[src/rtl/fifo_word_packer_pkg.sv]
// Shared types and default sizing for the FIFO word packer.
package mannix_pack_pkg;

   typedef enum logic {PK_FILL, PK_HOLD} pack_state_e;

   localparam int PACK_DATA_W = 8;
   localparam int PACK_N_DEF  = 4;

endpackage

[src/rtl/fifo_word_packer.sv]
// Pops show-ahead FIFO entries and packs PACK_N of them into one wide word.
// A flush closes a partial word early with a keep mask and out_last set.
module fifo_word_packer
   import mannix_pack_pkg::*;
#(
   parameter int DATA_W = PACK_DATA_W,
   parameter int PACK_N = PACK_N_DEF
) (
   input  logic                       clk,
   input  logic                       rst,
   input  logic                       fifo_empty,
   input  logic [DATA_W-1:0]          fifo_data,
   output logic                       fifo_rd_en,
   input  logic                       flush,
   output logic                       out_valid,
   input  logic                       out_ready,
   output logic [PACK_N*DATA_W-1:0]   out_data,
   output logic [PACK_N-1:0]          out_keep,
   output logic                       out_last,
   output logic                       busy
);

   localparam int IDX_W = $clog2(PACK_N);

   // Output handshake: a word transfers in any cycle with out_valid && out_ready.
   // out_valid is a register and never looks at out_ready; once raised, data,
   // keep and last hold until the transfer.

   pack_state_e             state;
   logic [IDX_W-1:0]        idx;
   logic [DATA_W-1:0]       lane_q [PACK_N];
   logic                    pop;
   logic                    accept;
   logic                    last_lane;

   assign pop        = (state == PK_FILL) && !fifo_empty && !rst;
   assign fifo_rd_en = pop;
   assign accept     = out_valid && out_ready;
   assign last_lane  = (idx == IDX_W'(PACK_N - 1));
   assign busy       = out_valid || (idx != '0);

   always_ff @(posedge clk or posedge rst) begin
      if (rst) begin
         state     <= PK_FILL;
         idx       <= '0;
         out_keep  <= '0;
         out_last  <= 1'b0;
         out_valid <= 1'b0;
      end else begin
         case (state)
            PK_FILL: begin
               if (pop) begin
                  out_keep[idx] <= 1'b1;
                  if (last_lane || flush) begin
                     state     <= PK_HOLD;
                     out_valid <= 1'b1;
                     out_last  <= flush;
                     idx       <= '0;
                  end else begin
                     idx <= idx + IDX_W'(1);
                  end
               end else if (flush && (idx != '0)) begin
                  state     <= PK_HOLD;
                  out_valid <= 1'b1;
                  out_last  <= 1'b1;
                  idx       <= '0;
               end
            end
            PK_HOLD: begin
               if (accept) begin
                  state     <= PK_FILL;
                  out_valid <= 1'b0;
                  out_keep  <= '0;
                  out_last  <= 1'b0;
               end
            end
            default: state <= PK_FILL;
         endcase
      end
   end

   // Lanes are zeroed on accept so unused lanes of the next word read as 0.
   for (genvar lane = 0; lane < PACK_N; lane++) begin : g_lane
      logic lane_we;
      assign lane_we = pop && (idx == IDX_W'(lane));

      always_ff @(posedge clk or posedge rst) begin
         if (rst) begin
            lane_q[lane] <= '0;
         end else if (accept) begin
            lane_q[lane] <= '0;
         end else if (lane_we) begin
            lane_q[lane] <= fifo_data;
         end
      end

      assign out_data[lane*DATA_W +: DATA_W] = lane_q[lane];
   end

endmodule

[config.mk]
export PLATFORM = sky130hd
export DESIGN_NAME = fifo_word_packer
export DESIGN_NICKNAME = d
export VERILOG_FILES = /design/src/rtl/fifo_word_packer_pkg.sv /design/src/rtl/fifo_word_packer.sv
export SDC_FILE = /design/constraint.sdc
export NUM_CORES = 1
export LEC_CHECK = 0
export BUFFER_PORTS_ARGS = -buffer_cell sky130_fd_sc_hd__clkbuf_2
export CAP_MARGIN = 30
export CORE_ASPECT_RATIO = 1.75
export CORE_UTILIZATION = 46
export CTS_CLUSTER_DIAMETER = 30
export CTS_CLUSTER_SIZE = 10
export DETAILED_ROUTE_END_ITERATION = 6
export HOLD_SLACK_MARGIN = 0.08
export PLACE_DENSITY = 0.76
export SYNTH_ARGS = -nofsm -noshare
export SYNTH_HDL_FRONTEND = slang
export SYNTH_SLANG_ARGS = --single-unit
[constraint.sdc]
create_clock -name clk -period 1.5 [get_ports clk]
set_clock_uncertainty 0.1 [all_clocks]
set_input_delay 0.075 -clock clk [delete_from_list [all_inputs] [get_ports clk]]
set_output_delay 0.075 -clock clk [all_outputs]
set_load 0.005 [all_outputs]
==> qor.json <==
{
  "route": {
    "route.detailed.wl_per_inst_um": 16.9,
    "detail_route.drc_violations": 0,
    "detailedRoute.firstPassIterationCount": 4,
    "dr_total_vias": 1843,
    "initialDrtViolationCount": 58,
    "post_drt_via_cell_ratio": 5.49,
    "routed_wl_um": 5690,
    "ant_nets": 0
  },
  "placement": {
    "place.port_buffers": 52,
    "gp_routability_congestion": 0.823,
    "placement.cell_area_um2": 2360,
    "setup_ws_pre_cts_ps": -192,
    "final_hpwl_dp_um": 3540,
    "placed_cells_incl_taps": 307
  },
  "outcome": {
    "violations_in_the_final_reports": "setup timing",
    "status": "finished, violations left"
  },
  "critical_path": {
    "cp_data_arrival_time_ps": 1760,
    "path_max_fanout": 8,
    "critical_path_required_ps": 1590,
    "critical_path.cell_chain": "inv_2 -> ha_1 -> or4b_4 -> nand2_2 -> a21oi_1",
    "worst-setup-path-type": "flop to flop",
    "critical_path.n_buffers_inverters": 1,
    "max_stage_delay_ps": 560,
    "worst_setup_path_end_kind": "flop",
    "nature_of_the_critical_path_startpoint": "flop",
    "worst_path_dominant_cell_family": "simple AND/OR/NAND/NOR gates",
    "r2r_setup_slk_ps": -180,
    "cpMaxStageDelayCell": "sky130_fd_sc_hd__or4b_4"
  },
  "synth": {
    "post_synth_most_frequent_cells": "68 x sky130_fd_sc_hd__nand2_1, 41 x sky130_fd_sc_hd__dfrtp_1, 33 x sky130_fd_sc_hd__a21oi_1",
    "synth.largest_area_cell": "sky130_fd_sc_hd__dfrtp_1",
    "postSynthAreaPerCell_um2": 9.82,
    "area_share_of_the_largest_cell_type_after_synthesis_pct": 55.3,
    "post-synth-top-count-cell": "sky130_fd_sc_hd__nand2_1",
    "netlist_area_um2": 1860,
    "post_synth_edffs": 0,
    "post_synth_main_area_contributors": "sky130_fd_sc_hd__dfrtp_1 55%, sky130_fd_sc_hd__nand2_1 14%, sky130_fd_sc_hd__a21oi_1 8.9%",
    "dominantRegCellSynth": "sky130_fd_sc_hd__dfrtp_1",
    "synth_fp_nets": 206,
    "postSynth.asyncResetShare_pct": 100,
    "synth.ff_latch_count": 41,
    "ys_warn_count": 0,
    "yosysSeqAreaShare_pct": 55.3,
    "syn-instance-count": 189,
    "synth.distinct_cells": 27
  },
  "cells_and_area": {
    "post_route_cells_drive_above_1_share_pct": 47.6,
    "final-instance-count-excl-fill": 336,
    "sequential_cell_area_um2": 1030,
    "nets": 305,
    "flow.area_growth_from_synthesis_pct": 51.9,
    "fin_area_um2": 2820,
    "inserted_diodes": 0,
    "area_of_combinational_cells_with_multiple_inputs_um2": 911,
    "fillerInstances": 288
  },
  "sta": {
    "worst_slack_ps": -180,
    "slew_headroom_pct": 78.4,
    "finalCriticalPeriod_ps": 1680,
    "fmax_ghz": 0.595,
    "rsz0062_at_grt": "true",
    "finalSetupViolations": 42,
    "final_min_period_over_clock_period_pct": 112,
    "timing_worst_slew_pin_value_ps": 323,
    "hold_viol_final": 0,
    "slew_viol_final": 0
  },
  "global_route": {
    "grt_remaining_overflow": 0,
    "pin_count_of_the_biggest_net_entering_global_routing": 27,
    "grt_pass1_wl_um": 8360,
    "global_route.usage.total_pct": 25.9,
    "first_global_vias": 1805,
    "antenna_found_initial": 0
  },
  "cts": {
    "cts-buffers-inserted": 5,
    "clockBufferDepth": 2,
    "clock-root-buffer": "sky130_fd_sc_hd__clkbuf_8",
    "worstSkewPairLatency_ps": 290,
    "cts_sinks": 41,
    "clk_pin_slew_worst_paths_ps": 80,
    "cts_tree": "yes",
    "cts.htree.levels": 2
  },
  "floorplan": {
    "floorplan.initialDensity_pct": 48.0,
    "fp.dieArea_um2": 4300,
    "floorplan.io_pins": 53,
    "die-height_um": 86.0,
    "std_cell_rows": 30,
    "die_width_um": 50.0,
    "core_region_area_um2": 3870
  },
  "pwr": {
    "vdd_ir_drop_max_v": 0.00109,
    "power.leakage_nw": 1.36,
    "power.density_cell_area_nw_per_um2": 1620
  },
  "hold_path": {
    "min-delay-path-class": "input pin to flop"
  },
  "flow_run": {
    "max_cap_violations": 0
  }
}
==> path summary, 6_finish.rpt <==
path,start,end,depth (start not counted)
max,idx[1],out_data[14],5
min,fifo_empty,out_data[28],4
max reg2reg,idx[1],out_data[14],5
min reg2reg,out_keep[0],out_keep[0],1
max in group asynchronous,rst,out_data[30],4
min in group asynchronous,rst,out_data[1],4
==> what timing repair did <==
item	in CTS	in global routing
endpoints found under the setup margin	41	43
resized for setup	18	20
pin swaps	4	9
buffers inserted	7	4
endpoints found under the hold margin	76	0
hold buffers	11	0
gates cloned	1	0
==> cell families (layout without fill, tap and decap cells) <==
logic type / Yosys count / in the layout / synth area share [%]
simple gates: 86 / 87 / 24.3
compound gates: 44 / 44 / 13.6
flops: 41 / 41 / 55.3
buf+inv: 14 / 112 / 4.11
fa+ha+maj: 4 / 4 / 2.70
==> cells in the final DEF (no fill, tap or decap), drive strengths merged, types with 2 or more instances in the layout <==
cell         synthesis  layout
a21o                 2       2
clkbuf               4      56
nand2               68      68
or4b                 4       5
a21oi               34      34
inv                  3       3
nor4b                4       4
ha                   4       4
o21a                 4       4
dfrtp               41      41
nand2b               2       2
dlygate4sd3          0      11
buf                  7      40
nor3                 2       2
==> where the power goes <==
part	internal (mW)	leakage [nW]	switching, mW
registers	1.42	0.555	0.240
logic	1.12	0.750	0.934
clock network	0.484	0.0540	0.372
total	3.02	1.36	1.55
==> metrics by stage <==
step	utilization (%)	total power, mW	setup TNS [ps]	hold WS, ps
after global routing	72.9	4.81	-7660	334
final	72.9	4.57	-4620	306
after detailed placement	61.0	3.17	-4620	175
after global placement	61.0	3.13	-3220	151
after floorplan	-	2.42	-1190	106
after CTS	70.2	4.30	-2430	260
==> state kept, by name, summed over array words and instances, names as in the netlist <==
register   cells
idx            2
out_data      32
out_keep       4
out_last       1
out_valid      1
state          1
==> tightest hold or removal path, delay by kind of cell <==
| family | cells | cell delay (ps) |
|---|---|---|
| simple gates | 2 | 260 |
| compound gates | 1 | 140 |
| buf+inv | 1 | 190 |
==> per-layer routing <==
layer	global-route usage [%]	vias up	wire length, um
met5	0	-	0
met1	26.9	912	2010
met4	15.1	0	219
li1	-	829	-
met3	6.03	22	264
met2	46.1	80	3200
==> cell type report <==
type	instances	share of cell area (%)
inverter	3	0.400
clock inverter	2	1.24
clock buffer	5	2.44
multi-input combinational	135	32.3
sequential	41	36.5
tap	48	2.13
timing repair buffer	102	25.0
(Power assumes the default switching activity.)
